## src/rtl/mips_pkg.sv

```systemverilog
// Shared definitions for the five-stage MIPS-subset core: encodings, ALU ops
// and the pipeline-register layouts.
package mips_pkg;

    localparam logic [5:0] OP_RTYPE = 6'h00;
    localparam logic [5:0] OP_J     = 6'h02;
    localparam logic [5:0] OP_BEQ   = 6'h04;
    localparam logic [5:0] OP_BNE   = 6'h05;
    localparam logic [5:0] OP_ADDI  = 6'h08;
    localparam logic [5:0] OP_SLTI  = 6'h0A;
    localparam logic [5:0] OP_ANDI  = 6'h0C;
    localparam logic [5:0] OP_ORI   = 6'h0D;
    localparam logic [5:0] OP_LW    = 6'h23;
    localparam logic [5:0] OP_SW    = 6'h2B;

    localparam logic [5:0] FN_ADD = 6'h20;
    localparam logic [5:0] FN_SUB = 6'h22;
    localparam logic [5:0] FN_AND = 6'h24;
    localparam logic [5:0] FN_OR  = 6'h25;
    localparam logic [5:0] FN_NOR = 6'h27;
    localparam logic [5:0] FN_SLT = 6'h2A;

    localparam logic [31:0] NOP_INSTR = 32'h00000000;

    typedef enum logic [2:0] {
        ALU_ADD = 3'd0,
        ALU_SUB = 3'd1,
        ALU_AND = 3'd2,
        ALU_OR  = 3'd3,
        ALU_NOR = 3'd4,
        ALU_SLT = 3'd5
    } alu_op_e;

    typedef struct packed {
        logic [31:0] pc4;
        logic [31:0] instr;
    } ifid_t;

    typedef struct packed {
        logic        reg_write;
        logic        mem_read;
        logic        mem_write;
        logic        branch_eq;
        logic        branch_ne;
        alu_op_e     alu_op;
        logic        alu_src_imm;
        logic [4:0]  rs;
        logic [4:0]  rt;
        logic [4:0]  dest;
        logic [31:0] rs_val;
        logic [31:0] rt_val;
        logic [31:0] imm;
        logic [31:0] pc4;
    } idex_t;

    typedef struct packed {
        logic        reg_write;
        logic        mem_read;
        logic        mem_write;
        logic [4:0]  dest;
        logic [31:0] alu_result;
        logic [31:0] store_data;
    } exmem_t;

    typedef struct packed {
        logic        reg_write;
        logic [4:0]  dest;
        logic [31:0] result;
    } memwb_t;

    function automatic logic [31:0] sext16(input logic [15:0] v);
        return {{16{v[15]}}, v};
    endfunction

endpackage

```

## src/rtl/mips_reg_file.sv

```systemverilog
// 32x32 register file: two combinational read ports with write-through
// bypass, one write port, register 0 hard-wired to zero.
module reg_file (
    input  logic        clk,
    input  logic        reset,
    input  logic [4:0]  raddr_a_i,
    input  logic [4:0]  raddr_b_i,
    output logic [31:0] rdata_a_o,
    output logic [31:0] rdata_b_o,
    input  logic        we_i,
    input  logic [4:0]  waddr_i,
    input  logic [31:0] wdata_i
);

    logic [31:0] regFile [0:31];

    // Storage: cleared on reset, written at the end of WB.
    always_ff @(posedge clk) begin
        if (!reset) begin
            for (int i = 0; i < 32; i++) begin
                regFile[i] <= 32'h0;
            end
        end else if (we_i && (waddr_i != 5'd0)) begin
            regFile[waddr_i] <= wdata_i;
        end
    end

    // Read ports; a read of the register being written returns the new value.
    always_comb begin
        rdata_a_o = regFile[raddr_a_i];
        rdata_b_o = regFile[raddr_b_i];
        if (raddr_a_i == 5'd0) begin
            rdata_a_o = 32'h0;
        end else if (we_i && (waddr_i == raddr_a_i)) begin
            rdata_a_o = wdata_i;
        end else begin
            rdata_a_o = regFile[raddr_a_i];
        end
        if (raddr_b_i == 5'd0) begin
            rdata_b_o = 32'h0;
        end else if (we_i && (waddr_i == raddr_b_i)) begin
            rdata_b_o = wdata_i;
        end else begin
            rdata_b_o = regFile[raddr_b_i];
        end
    end

endmodule

```

## src/rtl/mips_cpu.sv

```systemverilog
// Five-stage pipelined MIPS-subset core with forwarding, load-use stall,
// EX-resolved branches and ID-resolved jumps.
module mips_cpu
    import mips_pkg::*;
(
    input  logic        clk,
    input  logic        reset,
    output logic [31:0] instructionAddress,
    input  logic [31:0] instruction,
    output logic [31:0] dataAddress,
    output logic [31:0] dataIn,
    output logic        MemRead,
    output logic        MemWrite,
    input  logic [31:0] dataOut
);

    logic [31:0] pc_q, pc_d;
    ifid_t       ifid_q, ifid_d;
    idex_t       idex_q, idex_d;
    exmem_t      exmem_q, exmem_d;
    memwb_t      memwb_q, memwb_d;

    logic [5:0]  id_op_s, id_funct_s;
    logic [4:0]  id_rs_s, id_rt_s, id_rd_s;
    logic [31:0] rf_a_s, rf_b_s, id_jtarget_s;
    idex_t       id_dec_s;
    logic        id_jump_s, id_use_rs_s, id_use_rt_s, rtype_ok_s, stall_s;
    logic [31:0] ex_a_s, ex_b_s, alu_b_s, alu_y_s, ex_target_s;
    logic        ex_taken_s;

    assign id_op_s      = ifid_q.instr[31:26];
    assign id_rs_s      = ifid_q.instr[25:21];
    assign id_rt_s      = ifid_q.instr[20:16];
    assign id_rd_s      = ifid_q.instr[15:11];
    assign id_funct_s   = ifid_q.instr[5:0];
    assign id_jtarget_s = {ifid_q.pc4[31:28], ifid_q.instr[25:0], 2'b00};

    reg_file regFile (
        .clk       (clk),
        .reset     (reset),
        .raddr_a_i (id_rs_s),
        .raddr_b_i (id_rt_s),
        .rdata_a_o (rf_a_s),
        .rdata_b_o (rf_b_s),
        .we_i      (memwb_q.reg_write),
        .waddr_i   (memwb_q.dest),
        .wdata_i   (memwb_q.result)
    );

    // Control decode; unknown opcodes and functs leave every control bit low.
    always_comb begin
        id_dec_s        = '0;
        id_dec_s.alu_op = ALU_ADD;
        id_dec_s.rs     = id_rs_s;
        id_dec_s.rt     = id_rt_s;
        id_dec_s.rs_val = rf_a_s;
        id_dec_s.rt_val = rf_b_s;
        id_dec_s.imm    = sext16(ifid_q.instr[15:0]);
        id_dec_s.pc4    = ifid_q.pc4;
        id_jump_s       = 1'b0;
        id_use_rs_s     = 1'b0;
        id_use_rt_s     = 1'b0;
        rtype_ok_s      = 1'b1;
        case (id_op_s)
            OP_RTYPE: begin
                case (id_funct_s)
                    FN_ADD:  id_dec_s.alu_op = ALU_ADD;
                    FN_SUB:  id_dec_s.alu_op = ALU_SUB;
                    FN_AND:  id_dec_s.alu_op = ALU_AND;
                    FN_OR:   id_dec_s.alu_op = ALU_OR;
                    FN_NOR:  id_dec_s.alu_op = ALU_NOR;
                    FN_SLT:  id_dec_s.alu_op = ALU_SLT;
                    default: rtype_ok_s = 1'b0;
                endcase
                if (rtype_ok_s) begin
                    id_dec_s.reg_write = 1'b1;
                    id_dec_s.dest      = id_rd_s;
                    id_use_rs_s        = 1'b1;
                    id_use_rt_s        = 1'b1;
                end else begin
                    id_dec_s.reg_write = 1'b0;
                end
            end
            OP_ADDI, OP_SLTI, OP_ANDI, OP_ORI, OP_LW: begin
                id_dec_s.reg_write   = 1'b1;
                id_dec_s.dest        = id_rt_s;
                id_dec_s.alu_src_imm = 1'b1;
                id_dec_s.mem_read    = (id_op_s == OP_LW);
                id_use_rs_s          = 1'b1;
                case (id_op_s)
                    OP_SLTI: id_dec_s.alu_op = ALU_SLT;
                    OP_ANDI: begin
                        id_dec_s.alu_op = ALU_AND;
                        id_dec_s.imm    = {16'h0000, ifid_q.instr[15:0]};
                    end
                    OP_ORI: begin
                        id_dec_s.alu_op = ALU_OR;
                        id_dec_s.imm    = {16'h0000, ifid_q.instr[15:0]};
                    end
                    default: id_dec_s.alu_op = ALU_ADD;
                endcase
            end
            OP_SW: begin
                id_dec_s.mem_write   = 1'b1;
                id_dec_s.alu_src_imm = 1'b1;
                id_use_rs_s          = 1'b1;
                id_use_rt_s          = 1'b1;
            end
            OP_BEQ, OP_BNE: begin
                id_dec_s.branch_eq = (id_op_s == OP_BEQ);
                id_dec_s.branch_ne = (id_op_s == OP_BNE);
                id_use_rs_s        = 1'b1;
                id_use_rt_s        = 1'b1;
            end
            OP_J:    id_jump_s = 1'b1;
            default: id_jump_s = 1'b0;
        endcase
    end

    assign stall_s = idex_q.mem_read &&
                     ((id_use_rs_s && (idex_q.rt == id_rs_s)) ||
                      (id_use_rt_s && (idex_q.rt == id_rt_s)));

    // EX stage: operand forwarding, ALU, branch resolution, MEM-stage result select.
    always_comb begin
        if (exmem_q.reg_write && (exmem_q.dest != 5'd0) && (exmem_q.dest == idex_q.rs)) begin
            ex_a_s = exmem_q.alu_result;
        end else if (memwb_q.reg_write && (memwb_q.dest != 5'd0) && (memwb_q.dest == idex_q.rs)) begin
            ex_a_s = memwb_q.result;
        end else begin
            ex_a_s = idex_q.rs_val;
        end
        if (exmem_q.reg_write && (exmem_q.dest != 5'd0) && (exmem_q.dest == idex_q.rt)) begin
            ex_b_s = exmem_q.alu_result;
        end else if (memwb_q.reg_write && (memwb_q.dest != 5'd0) && (memwb_q.dest == idex_q.rt)) begin
            ex_b_s = memwb_q.result;
        end else begin
            ex_b_s = idex_q.rt_val;
        end
        alu_b_s = idex_q.alu_src_imm ? idex_q.imm : ex_b_s;
        case (idex_q.alu_op)
            ALU_ADD: alu_y_s = ex_a_s + alu_b_s;
            ALU_SUB: alu_y_s = ex_a_s - alu_b_s;
            ALU_AND: alu_y_s = ex_a_s & alu_b_s;
            ALU_OR:  alu_y_s = ex_a_s | alu_b_s;
            ALU_NOR: alu_y_s = ~(ex_a_s | alu_b_s);
            ALU_SLT: alu_y_s = {31'h0, ($signed(ex_a_s) < $signed(alu_b_s))};
            default: alu_y_s = ex_a_s + alu_b_s;
        endcase
        ex_taken_s  = (idex_q.branch_eq && (ex_a_s == ex_b_s)) ||
                      (idex_q.branch_ne && (ex_a_s != ex_b_s));
        ex_target_s = idex_q.pc4 + {idex_q.imm[29:0], 2'b00};

        exmem_d.reg_write  = idex_q.reg_write;
        exmem_d.mem_read   = idex_q.mem_read;
        exmem_d.mem_write  = idex_q.mem_write;
        exmem_d.dest       = idex_q.dest;
        exmem_d.alu_result = alu_y_s;
        exmem_d.store_data = ex_b_s;

        memwb_d.reg_write = exmem_q.reg_write;
        memwb_d.dest      = exmem_q.dest;
        memwb_d.result    = exmem_q.mem_read ? dataOut : exmem_q.alu_result;
    end

    // Front end: a taken branch beats a stall, which beats a jump.
    always_comb begin
        pc_d         = pc_q + 32'd4;
        ifid_d.pc4   = pc_q + 32'd4;
        ifid_d.instr = instruction;
        idex_d       = id_dec_s;
        if (ex_taken_s) begin
            pc_d   = ex_target_s;
            ifid_d = '{pc4: 32'h0, instr: NOP_INSTR};
            idex_d = '0;
        end else if (stall_s) begin
            pc_d   = pc_q;
            ifid_d = ifid_q;
            idex_d = '0;
        end else if (id_jump_s) begin
            pc_d   = id_jtarget_s;
            ifid_d = '{pc4: 32'h0, instr: NOP_INSTR};
        end else begin
            pc_d = pc_q + 32'd4;
        end
    end

    // Pipeline registers; reset empties every stage.
    always_ff @(posedge clk) begin
        if (!reset) begin
            pc_q    <= 32'h0;
            ifid_q  <= '{pc4: 32'h0, instr: NOP_INSTR};
            idex_q  <= '0;
            exmem_q <= '0;
            memwb_q <= '0;
        end else begin
            pc_q    <= pc_d;
            ifid_q  <= ifid_d;
            idex_q  <= idex_d;
            exmem_q <= exmem_d;
            memwb_q <= memwb_d;
        end
    end

    assign instructionAddress = pc_q;
    assign dataAddress        = {exmem_q.alu_result[31:2], 2'b00};
    assign dataIn             = exmem_q.store_data;
    assign MemRead            = exmem_q.mem_read;
    assign MemWrite           = exmem_q.mem_write;

endmodule

```

## config.mk

```make
export PLATFORM = sky130hd
export DESIGN_NAME = mips_cpu
export DESIGN_NICKNAME = d
export VERILOG_FILES = /design/src/rtl/mips_pkg.sv /design/src/rtl/mips_reg_file.sv /design/src/rtl/mips_cpu.sv
export SDC_FILE = /design/constraint.sdc
export NUM_CORES = 2
export LEC_CHECK = 0
export BUFFER_PORTS_ARGS = -buffer_cell sky130_fd_sc_hd__buf_2
export CORE_UTILIZATION = 45
export DETAILED_ROUTE_END_ITERATION = 7
export PLACE_DENSITY = 0.56
export SKIP_LAST_GASP = 1
export SYNTH_ARGS = -nofsm -noshare
export SYNTH_HDL_FRONTEND = slang
export SYNTH_SLANG_ARGS = --single-unit
```

## constraint.sdc

```tcl
create_clock -name clk -period 13.95 [get_ports clk]
set_input_delay 2.79 -clock clk [delete_from_list [all_inputs] [get_ports clk]]
set_output_delay 2.79 -clock clk [all_outputs]
set_load 0.01 [all_outputs]
```

* Yosys cells after proc, flatten, opt, wreduce, memory -nomap -nowiden *
Memories as Yosys holds them, arrays and structs flattened. A register that Yosys moved wholly into a read port is not among the register bits.
Cells that the tools add are included.

word-level totals
  ROM bits = 0
  bits of input ports = 66
  bits in registers = 294
  output and inout port bits = 98
  logic and storage cells = 131
  memories kept = 1
  latch bits = 0
  RAM bits = 1,024

cells by class
  equal/unequal tests = 29
  mux-type cells = 34
  magnitude comparators = 1
  add/subtract/negate cells = 4
  div/mod/pow operators = 0
  reduce and logical (&&, ||, !) cells = 32
  shifts and indexed selects = 0
  bitwise operators = 6
  multipliers = 0

memories
  name             depth  bits a word  read ports  clocked after Yosys merged registers in  wr ports  RTL line             source
  regFile.regFile  32     32           2           2                                        32        mips_reg_file.sv:15  logic [31:0] regFile [0:31];

operator list
  cell                   number
  $mux 32                12
  $pmux 32 s5            1
  $add 32x32->32         2
  $mux 64                1
  $eq 6x6->1 const B     8
  $add 32x3->32 const B  1
  $and 32x32->32         1
  $eq 32x32->1           1
  $lt 32x32->1           1
  $ne 32x32->1           1
  $not 32->32            1
  $or 32x32->32          1
  $reduce_or 32->1       1
  $sub 32x32->32         1
  $eq 5x5->1             6
  $eq 6x4->1 const B     4
  $reduce_or 4->1        4
  $pmux 3 s5             1
  $eq 6x3->1 const B     2
  $reduce_or 6->1        2
  $logic_and 1x1->1      11
  $mux 1                 11
  $logic_not 5->1        2
  $mux 5                 2
  17 further kinds       28

* Logic depth before layout (Yosys ltp) *
  word-level depth = 11
  gate-level depth with buffers = 24
  gate-level depth less buffers = 21

* Hierarchy *
Synthesis repeated with hierarchy kept, for this count alone.

unflattened totals
  cells, all modules = 6,430
  area total of the unflattened synthesis = 76,502.1 µm²

by module, submodules not included
  module    cells each  instances  area an instance (µm²)  sequential area each (µm²)
  reg_file  3,770       1          54,815.1                30,749.5
  mips_cpu  2,660       1          21,687.0                6,866.6

* Worst setup path before layout *
Ideal clock, no wire load.

  path kind = input-to-reg
  start point = input port reset
  end point = memory regFile.regFile[12][0], enable pin
  stages on the path = 5
  setup time = 0.466 ns
  data required time = 13.484 ns
  path buffers = 2
  data arrival time = 6.187 ns
  slack = 7.297 ns
  path through = clkbuf_1 -> o311ai_0 -> or3_1 -> clkbuf_1 -> o21ai_0

RTL lines
  element          RTL line             source
  start, declared  mips_cpu.sv:7        input logic reset,
  end, declared    mips_reg_file.sv:15

* Final worst setup path *
  start point = register memwb_q[35] (netlist bit)
  end point = register exmem_q[32] (netlist bit)

on the way
  longest elaborated chain between the ends = 9
  elaborated cells on any way between the ends = 18
  those cells by class = 2 x add/sub; 1 x order compare; 2 x eq/ne; 6 x mux; 3 x bitwise; 4 x reduce/logical

ends and longest elaborated chain
  element                                                 RTL line         source
  start, declared                                         mips_cpu.sv:21   memwb_t memwb_q, memwb_d;
  start signal, assigned                                  mips_cpu.sv:201  memwb_q <= memwb_d;
  branches (longest 8 deep; another with $add 32x32->32)  --
  $pmux 32 s5 *                                           mips_cpu.sv:141  case (idex_q.alu_op)
  end signal, assigned                                    mips_cpu.sv:200  exmem_q <= exmem_d;
  end, declared                                           mips_cpu.sv:20   exmem_t exmem_q, exmem_d;

Mark *: on every way between the ends.
A chain may end at the register's enable or synchronous reset.

==> results by group <==
Synth
  • Ys Warns: 0
  • Number of synthesized flops with an enable pin: ~1000
  • Post-Syn Area: roughly 76000 sq um
  • Synth Register Bits: ~1400
  • Post-synth ARST share: 0
  • Syn Inst Count: 6261
  • Post-synth top area cell: edfxtp_1
  • Sequential element share of the synthesized area: 0.494
  • Synth cell types: 79
  • Synth Area per Inst: about 12 sq um
  • Dominant synthesized flop cell: edfxtp_1
  • Top cell type's share of synthesized area: 0.404
  • Synth area leaders: edfxtp_1 40%, mux4_2 14%, dfxtp_1 9.0%, and2_1 8.9%, mux2i_1 3.7%

Placement
  • Port buffer count: approximately 160
  • Detailed Place HPWL: 168000 microns
  • Placed cells: between 8000 and 9000
  • Setup WS pre-CTS: between 7 and 8 ns
  • GPL Wtd Cong: 0.917

Worst setup path
  • FF-to-FF Start: memwb_q[35]$_SDFF_PN0_
  • Crit Path Max Fanout: 32
  • Crit path launch type: flip-flop
  • RR Endpoint: exmem_q[32]$_SDFF_PN0_
  • Setup CP Type: flip-flop to flip-flop
  • Crit path DAT: 7.21 ns
  • Critical path required time: ~15 ns
  • Reg2Reg Setup Slack: about 7.4 ns
  • Worst reg2reg path depth: 21
  • CP endpoint kind: flip-flop

Route
  • Vias: 54100
  • Post-route ant nets: 0
  • Final wirelength: 276000 microns
  • DRC viols: 3
  • DR iter-0 viols: around 6800
  • First drt pass iteration count: 8
  • Vias/cell: 6.39
  • Wire per inst: 32.7 microns

Global routing
  • Gr usage total: 0.321
  • Largest net degree at the start of global routing: 94
  • Initial antenna violation count: 21
  • GRT overflow: 0
  • First-pass GRT wire length: 388000 microns
  • Number of global-route vias before repair: 51900

CTS
  • H-tree depth: 4
  • CTS Root Cell: clkbuf_16
  • Setup Buffers After CTS: 0
  • # clock sinks: 1367
  • Clk buf depth: 3
  • CTS Buf Count: roughly 150
  • Clock Latency Late Sink: 0.82 ns
  • Hold Buf Count CTS: 0
  • CTS tree: built
  • Resize count post-CTS: 0
  • CTS clk-pin slew, worst paths: 0.06 ns

STA
  • Slew Limit Fails: 0
  • Final Hold Fails: 0
  • Worst setup margin: 7.43 ns
  • Final hold slack: 0.433 ns
  • Slew @ Worst Pin: around 1.4 ns
  • Worst Skew: between 0.03 and 0.04 ns
  • Normalized max-slew margin: 0.0345
  • Period minus WS final: 6.52 ns
  • Setup_tns: 0 ns
  • Unrepaired setup endpoints after global routing: no
  • Setup-failing EPs final: 0
  • Max Clk Rate: 0.153 GHz
  • Period utilisation layout: 0.467

Worst hold path
  • Worst Hold End: exmem_q[71]$_SDFF_PN0_
  • Worst Hold Path Cells: 1
  • Hold_sp: exmem_d[71]$_SDFF_PP0_
  • Worst Hold Class: flip-flop to flip-flop

Die
  • Die height: 413 microns
  • Starting Density: 0.454
  • # IOs: between 150 and 200
  • CORE AREA: 168000 sq um
  • Die extent in x: 413 microns
  • Site Rows: 150
  • Die area: 171000 sq um

Layout
  • Register Area: 37700 sq um
  • Layout cells sized above 1: 0.192
  • Most common cell after layout, fill and taps aside: and2_1
  • Multi-input logic area: 36100 sq um
  • Final non-filler cell total: around 8500
  • Most frequent cells in the layout: 1087 x and2_1, 1024 x edfxtp_1, 473 x mux4_2
  • Fillers: 14500
  • Area Growth Syn to Fin: 10.3%
  • Final net count: 6316

Power
  • Total leakage power: 0.0304 uW
  • PwrDens: between 100 and 150 nW/um^2
  • VDD IR max: approximately 0.13 mV

Status
  • Failing checks: design-rule violations
  • Run status: complete, but fails checks

Flow run
  • # Max-Cap Violations: 0
[power breakdown]
| group | leakage (uW) | internal (uW) | total [uW] | switching, uW |
|---|---|---|---|---|
| clock | 0.00236 | 2240 | 3980 | 1740 |
| combinational | 0.0146 | 572 | 1540 | 968 |
| sequential | 0.0134 | 4530 | 4720 | 194 |
| total | 0.0304 | 7340 | 10200 | 2900 |
[registers in the layout, indices dropped and copies added, names as in the netlist]
name,count
MemRead,1
MemWrite,1
dataAddress,30
dataIn,32
exmem_d,8
exmem_q,8
id_dec_s,42
id_funct_s,6
id_jtarget_s,10
id_op_s,6
idex_q,129
instructionAddress,32
memwb_q,38
regFile.regFile,1024
[synth_stat cells, types with 67 or more instances]
library cell	n
nand2_1	190
a221o_1	67
dfxtp_1	343
and2_1	1087
a221oi_1	76
clkbuf_1	490
mux2_2	78
a211oi_1	89
nand3_1	73
o221ai_1	67
buf_1	85
buf_4	67
nor2_1	294
mux4_2	473
mux2i_1	281
a21oi_1	300
o21ai_0	180
inv_1	129
xnor2_1	113
edfxtp_1	1024
ha_1	126
[cell type report]
cell class | instances | area share
flip-flops and latches | 1367 | 0.448
multi-input cells | 4143 | 0.430
clock buffers | 216 | 0.0514
well taps | 2204 | 0.0328
repair buffers | 324 | 0.0249
clock inverters | 61 | 0.00600
inverters | 131 | 0.00591
diodes | 14 | 0.000417
[logic make-up (layout without fill, tap and decap cells)]
group	Yosys count	in the layout	share of synthesized area
XOR/XNOR	147	147	0.0169
AND/OR/NAND/NOR	1922	1922	0.141
adder cells (fa/ha/maj)	129	129	0.0215
AO/OA/AOI/OAI	1077	1077	0.0952
other	1	48	0.0000492
multiplexers	834	834	0.189
flip-flops	1367	1367	0.494
buffers and inverters	784	732	0.0422
[worst max-delay path, cell delays in order (launching register included)]
cell      delay, ns
dfxtp_1        0.60
or3_1          0.65
o311ai_2       0.17
nor2_4         0.12
buf_4          0.50
mux2i_1        0.45
a21oi_1        0.16
mux2_2         0.31
ha_1           0.24
inv_1          0.09
fa_1           0.19
nor2b_1        0.18
o21bai_1       0.12
a21oi_1        0.22
o22ai_1        0.16
o31ai_1        0.54
a211oi_1       0.29
o31ai_1        0.50
a31oi_1        0.22
o21bai_1       0.28
a21oi_1        0.12
o311a_1        0.30
[worst max-delay path by stage]
stage / depth (start not counted) / to / slack [ns] / startpoint
floorplan: 5 / regFile.regFile[12][0]$_SDFFCE_PN0P_ / 7.30 / reset
global placement: 19 / dataAddress[31]$_SDFF_PN0_ / 7.69 / memwb_q[35]$_SDFF_PN0_
detailed placement: 21 / exmem_q[32]$_SDFF_PN0_ / 7.51 / memwb_q[35]$_SDFF_PN0_
CTS: 21 / exmem_q[32]$_SDFF_PN0_ / 7.51 / memwb_q[34]$_SDFF_PN0_
global route: 21 / exmem_q[32]$_SDFF_PN0_ / 6.85 / memwb_q[35]$_SDFF_PN0_
finish: 21 / exmem_q[32]$_SDFF_PN0_ / 7.43 / memwb_q[35]$_SDFF_PN0_
[per-stage QoR]
step,cell area (sq um),power (uW),util
finish,84000,10200,0.501
global route,84000,10500,0.501
CTS,84000,10300,0.501
detailed placement,79200,6300,0.472
global placement,79200,6290,0.472
floorplan,76300,5690,-
[layer usage]
| layer | part of all wire | GRT usage | vias up |
|---|---|---|---|
| li1 | - | - | 23100 |
| met3 | 0.088 | 0.0611 | 556 |
| met5 | 0.00082 | 0 | - |
| met2 | 0.45 | 0.496 | 2863 |
| met1 | 0.40 | 0.430 | 27600 |
| met4 | 0.056 | 0.162 | 8 |
Note: power is estimated with default switching activity, not from simulation.
